### src/rtl/sevseg_pkg.sv
// Shared definitions for the seven-segment display encoder and capture monitor.
// Holds the segment pattern table (active-low, bit 0 = a ... bit 6 = g), the
// capture FSM state type and small anode-select helpers.
package sevseg_pkg;

  localparam logic [6:0] SEG_BLANK = 7'h7F;

  // Index n holds the active-low pattern that displays hex digit n.
  localparam logic [15:0][6:0] SEG_TABLE = {
    7'h0E, 7'h06, 7'h21, 7'h46,  // F E d C
    7'h03, 7'h08, 7'h10, 7'h00,  // b A 9 8
    7'h78, 7'h02, 7'h12, 7'h19,  // 7 6 5 4
    7'h30, 7'h24, 7'h79, 7'h40   // 3 2 1 0
  };

  typedef enum logic [1:0] {
    StWait,
    StQual,
    StCommit,
    StHeld
  } state_e;

  typedef struct packed {
    logic [3:0] an;
    logic [6:0] seg;
    logic       dp;
  } bus_t;

  localparam bus_t BUS_IDLE = '{an: 4'hF, seg: SEG_BLANK, dp: 1'b1};

  // True when exactly one anode is driven low.
  function automatic logic sel_valid(input logic [3:0] an);
    case (an)
      4'b1110, 4'b1101, 4'b1011, 4'b0111: return 1'b1;
      default:                            return 1'b0;
    endcase
  endfunction

  // Digit position of the single low anode; only meaningful when sel_valid().
  function automatic logic [1:0] sel_index(input logic [3:0] an);
    case (an)
      4'b1101: return 2'd1;
      4'b1011: return 2'd2;
      4'b0111: return 2'd3;
      default: return 2'd0;
    endcase
  endfunction

endpackage

### src/rtl/sevseg_decode.sv
// Combinational seven-segment pattern decoder.
//   seg_i    : active-low segment pattern, bit 0 = a ... bit 6 = g
//   nibble_o : hex value of the pattern (0 when not recognised)
//   err_o    : pattern is not one of the 16 hex glyphs
module sevseg_decode
  import sevseg_pkg::*;
(
  input  logic [6:0] seg_i,
  output logic [3:0] nibble_o,
  output logic       err_o
);

  always_comb begin
    nibble_o = 4'd0;
    err_o    = 1'b1;
    for (int i = 0; i < 16; i++) begin
      if (seg_i == SEG_TABLE[i]) begin
        nibble_o = 4'(i);
        err_o    = 1'b0;
      end
    end
  end

endmodule

### src/rtl/sevseg_capture.sv
// Seven-segment bus capture monitor.
// Samples a time-multiplexed 4-digit an/seg/dp bus, waits for each digit select
// to settle for STABLE_CYCLES samples, decodes it and publishes complete frames.
//   clk, reset     : clock, synchronous active-high reset
//   an, seg, dp    : display bus, all active-low
//   digit0..3      : captured hex value per digit (an[0] -> digit0)
//   dp_out         : captured decimal points, active-high
//   frame_valid    : one-cycle strobe, frame outputs just updated
//   frame_err      : last frame held at least one undecodable pattern
//   blank          : no valid select seen for TIMEOUT_CYCLES
module sevseg_capture
  import sevseg_pkg::*;
#(
  parameter int unsigned STABLE_CYCLES  = 4,
  parameter int unsigned TIMEOUT_CYCLES = 1048576
) (
  input  logic       clk,
  input  logic       reset,
  input  logic [3:0] an,
  input  logic [6:0] seg,
  input  logic       dp,
  output logic [3:0] digit0,
  output logic [3:0] digit1,
  output logic [3:0] digit2,
  output logic [3:0] digit3,
  output logic [3:0] dp_out,
  output logic       frame_valid,
  output logic       frame_err,
  output logic       blank
);

  localparam int unsigned CntW = $clog2(STABLE_CYCLES + 1);
  localparam int unsigned TW   = $clog2(TIMEOUT_CYCLES + 1);

  bus_t                 in_q, prev_q;
  state_e               state_q, state_d;
  logic [CntW-1:0]      cnt_q, cnt_d;
  logic [TW-1:0]        tcnt_q, tcnt_d;
  logic [3:0]           mask_q, mask_d;
  logic [3:0][3:0]      stage_q, stage_d;
  logic [3:0]           stage_dp_q, stage_dp_d;
  logic                 stage_err_q, stage_err_d;
  logic [3:0][3:0]      digit_q, digit_d;
  logic [3:0]           dp_out_q, dp_out_d;
  logic                 frame_err_q, frame_err_d;
  logic                 frame_valid_q, frame_valid_d;

  logic                 in_valid, changed;
  logic [1:0]           commit_idx;
  logic [3:0]           dec_nibble;
  logic                 dec_err;

  // In COMMIT, prev_q still holds the last sample of the stable run, even if
  // the bus has already moved on in in_q.
  sevseg_decode u_decode (
    .seg_i    (prev_q.seg),
    .nibble_o (dec_nibble),
    .err_o    (dec_err)
  );

  assign in_valid   = sel_valid(in_q.an);
  assign changed    = (in_q != prev_q);
  assign commit_idx = sel_index(prev_q.an);

  always_comb begin
    state_d       = state_q;
    cnt_d         = cnt_q;
    tcnt_d        = tcnt_q;
    mask_d        = mask_q;
    stage_d       = stage_q;
    stage_dp_d    = stage_dp_q;
    stage_err_d   = stage_err_q;
    digit_d       = digit_q;
    dp_out_d      = dp_out_q;
    frame_err_d   = frame_err_q;
    frame_valid_d = 1'b0;

    case (state_q)
      StWait: begin
        if (in_valid) begin
          state_d = StQual;
          cnt_d   = CntW'(1);
        end
      end
      StQual: begin
        if (changed) begin
          if (in_valid) cnt_d = CntW'(1);
          else          state_d = StWait;
        end else begin
          cnt_d = cnt_q + 1'b1;
          if (cnt_d == CntW'(STABLE_CYCLES)) state_d = StCommit;
        end
      end
      StCommit, StHeld: begin
        // A change during the COMMIT cycle is handled here too so it is not lost.
        if (changed) begin
          if (in_valid) begin
            state_d = StQual;
            cnt_d   = CntW'(1);
          end else begin
            state_d = StWait;
          end
        end else begin
          state_d = StHeld;
        end
      end
      default: state_d = StWait;
    endcase

    // Frame emission runs first so a commit in the same cycle would land in a
    // fresh frame rather than be wiped.
    if (mask_q == 4'hF) begin
      digit_d       = stage_q;
      dp_out_d      = stage_dp_q;
      frame_err_d   = stage_err_q;
      frame_valid_d = 1'b1;
      mask_d        = 4'h0;
      stage_err_d   = 1'b0;
    end

    if (state_q == StCommit) begin
      stage_d[commit_idx]    = dec_nibble;
      stage_dp_d[commit_idx] = ~prev_q.dp;
      stage_err_d            = stage_err_d | dec_err;
      mask_d[commit_idx]     = 1'b1;
    end

    if (in_valid) begin
      tcnt_d = '0;
    end else if (state_q == StWait && tcnt_q != TW'(TIMEOUT_CYCLES)) begin
      tcnt_d = tcnt_q + 1'b1;
      if (tcnt_d == TW'(TIMEOUT_CYCLES)) mask_d = 4'h0;
    end
  end

  always_ff @(posedge clk) begin
    if (reset) begin
      in_q          <= BUS_IDLE;
      prev_q        <= BUS_IDLE;
      state_q       <= StWait;
      cnt_q         <= '0;
      tcnt_q        <= '0;
      mask_q        <= '0;
      stage_q       <= '0;
      stage_dp_q    <= '0;
      stage_err_q   <= 1'b0;
      digit_q       <= '0;
      dp_out_q      <= '0;
      frame_err_q   <= 1'b0;
      frame_valid_q <= 1'b0;
    end else begin
      in_q          <= '{an: an, seg: seg, dp: dp};
      prev_q        <= in_q;
      state_q       <= state_d;
      cnt_q         <= cnt_d;
      tcnt_q        <= tcnt_d;
      mask_q        <= mask_d;
      stage_q       <= stage_d;
      stage_dp_q    <= stage_dp_d;
      stage_err_q   <= stage_err_d;
      digit_q       <= digit_d;
      dp_out_q      <= dp_out_d;
      frame_err_q   <= frame_err_d;
      frame_valid_q <= frame_valid_d;
    end
  end

  assign digit0      = digit_q[0];
  assign digit1      = digit_q[1];
  assign digit2      = digit_q[2];
  assign digit3      = digit_q[3];
  assign dp_out      = dp_out_q;
  assign frame_err   = frame_err_q;
  assign frame_valid = frame_valid_q;
  assign blank       = (tcnt_q == TW'(TIMEOUT_CYCLES));

endmodule

### config.mk
export PLATFORM = sky130hd
export DESIGN_NAME = sevseg_capture
export DESIGN_NICKNAME = d
export VERILOG_FILES = /design/src/rtl/sevseg_pkg.sv /design/src/rtl/sevseg_decode.sv /design/src/rtl/sevseg_capture.sv
export SDC_FILE = /design/constraint.sdc
export NUM_CORES = 1
export LEC_CHECK = 0
export BUFFER_PORTS_ARGS = -buffer_cell sky130_fd_sc_hd__buf_4
export CAP_MARGIN = 10
export CORE_UTILIZATION = 60
export DETAILED_ROUTE_END_ITERATION = 10
export PLACE_DENSITY = 0.8
export SETUP_SLACK_MARGIN = 0.15
export SLEW_MARGIN = 5
export SYNTH_ARGS = -nofsm -noshare
export SYNTH_HDL_FRONTEND = slang
export SYNTH_SLANG_ARGS = --single-unit
### constraint.sdc
create_clock -name clk -period 4.2 [get_ports clk]
set_input_delay 0.63 -clock clk [delete_from_list [all_inputs] [get_ports clk]]
set_output_delay 0.63 -clock clk [all_outputs]
set_load 0.01 [all_outputs]
Word-level counts from Yosys, hierarchy flattened
Index checks and enable logic that the tools add are counted.

Bits in registers: 97. Word-level logic and storage cells: 131. Memories kept: 0. Memory bits (writable): 0. Input port bits: 14. ROM bits: 0. Output and inout bits: 23. Bits in latches: 0.

Multipliers: 0. Div/mod/pow operators: 0. Shift operators: 0. $add $sub $neg: 2. Bitwise gates (word level): 3. Equal/unequal tests: 35. Mux-type cells: 58. Reduce and logical (&&, ||, !) cells: 8. $lt $le $gt $ge: 2.

Operators by type and width (number): $mux 4 (14); $eq 21x21->1 const B (2); $eq 7x7->1 const B (4); $eq 4x4->1 const B (6); $mux 1 (23); $add 21x1->21 const B (1); $eq 7x5->1 const B (3); $eq 7x6->1 const B (3); $mux 3 (7); $ne 21x21->1 const B (1); $bwmux 16 (1); $eq 7x2->1 const B (2); $eq 7x4->1 const B (2); $mux 2 (7); $ne 12x12->1 (1); $pmux 2 s3 (2); $pmux 3 s3 (1); $demux 4 s2 (1); $eq 4x3->1 const B (2); $eq 7x3->1 const B (1); $logic_not 7->1 (1); $ne 3x3->1 const B (2); $bwmux 4 (1); $eq 2x2->1 const B (2); other kinds (15) (18).

Longest topological paths before layout
Depth in word-level cells: 19. Gate-level depth with buffers: 10. Depth with buffers taken out: 8.

Cells and area by module
From an unflattened synthesis, not the netlist that was laid out.

Cell total of the unflattened synthesis: 516. Area total of the unflattened synthesis: 4575.6 um^2.

Modules (own cells, without submodules): sevseg_capture (cells an instance 457, times used 1, area each 4134.0 um^2); sevseg_decode (cells an instance 59, times used 1, area each 441.7 um^2).

Worst setup path before layout
No wires, ideal clock.

Path kind: register to register. From: reg tcnt_q[0]. To: reg mask_q[0]. Arrival time: 1771 ps. Stages on the path, launching flop included: 8. Setup slack: 2297 ps. Required time: 4068 ps. Cells stage by stage: dfxtp_1 > ha_1 > clkbuf_4 > nand4_4 > nor4b_2 > o2111ai_1 > nor4_4 > nor3_1.

Word-level cells in the longest chain between the ends: 5. Elaborated cells on any way between the ends: 7. Those cells by class: 1 x add/sub; 2 x eq/ne; 3 x mux; 1 x reduce/logical.

Ends and longest elaborated chain: start, declared (line sevseg_capture.sv:38) `logic [TW-1:0] tcnt_q, tcnt_d;`; start signal, assigned (line sevseg_capture.sv:156) `tcnt_q <= tcnt_d;`; $add 21x1->21 (line sevseg_capture.sv:131) `tcnt_d = tcnt_q + 1'b1;`; $eq 21x21->1 (line sevseg_capture.sv:132) `if (tcnt_d == TW'(TIMEOUT_CYCLES)) mask_d = 4'h0;`; $mux 4 (line sevseg_capture.sv:132); $mux 4 (*) (line sevseg_capture.sv:130) `end else if (state_q == StWait && tcnt_q != TW'(TIMEOUT_CYCLES)) begin`; $mux 4 (*) (line sevseg_capture.sv:128) `if (in_valid) begin`; end signal, assigned (line sevseg_capture.sv:157) `mask_q <= mask_d;`; end, declared (line sevseg_capture.sv:39) `logic [3:0] mask_q, mask_d;`.

Mark *: on every way between the ends. The rest lies on a longest branch, timed or not. A chain may end at the register's enable or synchronous reset.

Final worst setup path
From: reg tcnt_q[0]. To: reg mask_q[1].

The elaborated chain is that of the path after synthesis.

==> run summary <==
GRT Overall Usage: 22.8%
initial antenna violation count: 0
final setup fails: 0
CTS tree: built
M1 WL: 4.28 mm
Hold WS: 438 ps
Compound-Gate Fraction of Synth Area: 11.7%
nets@finish: 547
largest family of logic cells by synthesized area: simple AND/OR/NAND/NOR gates
Peak supply drop: 0.215 mV
Critical Path End Type: flop
drt first pass iters: 5
DPL Wire Length: 5.83 mm
Antenna Nets Post-Route: 0
Synth Area in Adders: 1.40%
CP max stage delay: 610 ps
routed length on met3: 339 um
gr ovfl total: 0
Post-synth ARST share: 0%
Mapped Area: 0.00446 mm^2
Final Hold Violating Endpoints: 0
# rows: 31
CP Launch Type: flop
Post CTS Setup Buffer Count: 0
Yosys top cell area share: 43.5%
syn_nets: 535
clock skew: 13.7 ps
Top Metal Used: met4
boundary pin count: 37
Static Leak: 1.74 nW
vias in the first global route: 3090
cell taking the most area after synthesis: dfxtp_1
Crit path top cell by count: nand4_1
xor/xnor share of the synthesized area: 7.27%
post-CTS resize count: 0
DRC: 0
WL final: 8.60 mm
fin util: 67.5%
CTS H-tree depth: 3
Worst-path clk slew: 100 ps
die footprint: 0.00778 mm^2
max-slew violations: 0
clock sink count: 97
relative slew slack: 30.1%
Layout area overhead: 9.15%
RSZ-0062 raised after global routing: no
first-pass GRT wire length: 13.9 mm
post-synthesis mux area share: 3.84%
Worst EP arrival: 2760 ps
CP bufs+invs: 1
WS Path Type: flop to flop
Num CTS Buffers: 9
layout cells sized above 1: 17.1%
yosys warns: 0
Gate Count Post-Synth: 516
input/output buffers: 36
Tightest Hold Check Type: input pin to flop
Slowest-stage cell, CP: o31a_1
starting density of the core: 61.8%
routed len/inst: 13.6 um
Synth Register Bits: 97
number of fill cells: 604
top_reg_cell synth: dfxtp_1
pwr dens: 337 mW/mm^2
slew at the pin closest to its max-slew limit: 1050 ps
simple-gate portion of the synthesized area: 27.5%
Top delay family on crit path: simple AND/OR/NAND/NOR gates
Seq/Total Area, Yosys: 43.5%
largest net degree at the start of global routing: 78
fmax: 394 MHz
Worst R2R Setup Slack: 1660 ps
routed via count: 3554
met2 wire length: 3.81 mm
Core Area: 0.00721 mm^2
routed vias/inst: 5.62
Die H: 88.2 um
Max Cap Violations: 0
Worst Path Max Fanout: 18
post-synthesis cell type count: 57
GPL Wtd Cong: 0.901
Max clock buf depth: 2
count leader, synth: dfxtp_1
synth top area cells: dfxtp_1 (44%), xor2_1 (5.9%), nand2_1 (5.5%)
clk_lat worst skew: 370 ps
DRT iter0 DRCs: 169
Critical Path RT: 4430 ps
crit path cell chain: inv_1 -> ha_1 -> nor3b_1 -> nand4_1 -> o31a_1 -> nand4_1 -> nor4_4 -> nor3_1
hold_buf cts: 0
final worst path period need: 2540 ps
# diodes: 0
Post-synth EDFFs: 0
Synth Area per Inst: 8.64 um^2
status: completed
period utilization: 60.4%
Total Neg Setup Slack: 0 ps
Post-synth top cells: dfxtp_1 (97), nand2_1 (65), nor2_1 (55), a21oi_1 (35), xor2_1 (30)
CTS root buffer: clkbuf_8
Die Wd: 88.2 um
==> sequential cells by signal, summed over array words and instances (netlist names), 2 cells and up <==
| name | cells |
|---|---|
| dp_out | 4 |
| digit3 | 4 |
| prev_q | 12 |
| stage_q | 16 |
| state_q | 2 |
| stage_dp_q | 4 |
| digit1 | 4 |
| digit2 | 4 |
| mask_q | 4 |
| tcnt_q | 21 |
| in_q | 12 |
| digit0 | 4 |
| cnt_q | 3 |
==> per-layer routing <==
layer  GRT usage [%]  vias to the layer above
met4            10.7                        0
met1            32.1                     1632
met2            34.4                       94
met5               0                        -
met3            3.45                       18
li1                -                     1810
==> stage by stage <==
step	total power [W]	setup WS, ps	cell area, um^2	cells
2_1_floorplan	0.00104	2300	4460	516
3_3_place_gp	0.00106	1810	4680	616
3_5_place_dp	0.00106	1690	4680	616
4_1_cts	0.00165	1680	4870	632
5_1_grt	0.00170	1460	4870	632
6_report	0.00164	1660	4870	632
==> logic make-up (layout without fill, tap and decap cells) <==
family	after synthesis	count (layout)
DFF	97	97
muxes	17	17
and+or+nand+nor	234	234
xor gates and xnor gates	37	37
buffers and inverters	44	61
AOI/OAI and AO/OA	82	82
adders and majority gates	5	5
==> final timing paths <==
path / depth (start not counted) / to / from
worst min-delay path: 2 / in_q[3] / seg[2]
worst max-delay path: 8 / mask_q[1] / tcnt_q[0]
worst max register to register: 8 / mask_q[1] / tcnt_q[0]
worst min register to register: 2 / digit3[1] / digit3[1]
==> power breakdown <==
group          internal [W]  switching, W  leakage [nW]
clock network      0.000233      0.000365        0.0962
registers          0.000934     0.0000225         0.788
logic             0.0000393     0.0000470         0.852
total               0.00121      0.000435          1.74
==> cell type report <==
| type | instances | area (um^2) | share of cell area [%] |
|---|---|---|---|
| clock buffer | 9 | 124 | 2.54 |
| clock inverter | 7 | 67.6 | 1.39 |
| inverter | 9 | 33.8 | 0.694 |
| multi-input combinational | 375 | 2310 | 47.4 |
| sequential | 97 | 1940 | 39.9 |
| tap | 99 | 124 | 2.54 |
| timing repair buffer | 36 | 270 | 5.55 |
==> cells in the final DEF (no fill, tap or decap), types with 9 or more instances in the layout <==
master    instances
dfxtp_1          97
nand2_1          65
nor2_1           55
buf_4            36
a21oi_1          35
xor2_1           30
or2_2            29
nand4_1          16
mux2i_1          16
nor3_1           13
a211oi_1         13
nand3_1          12
inv_1             9
clkbuf_8          9
Power figures use the tool's default switching activity.
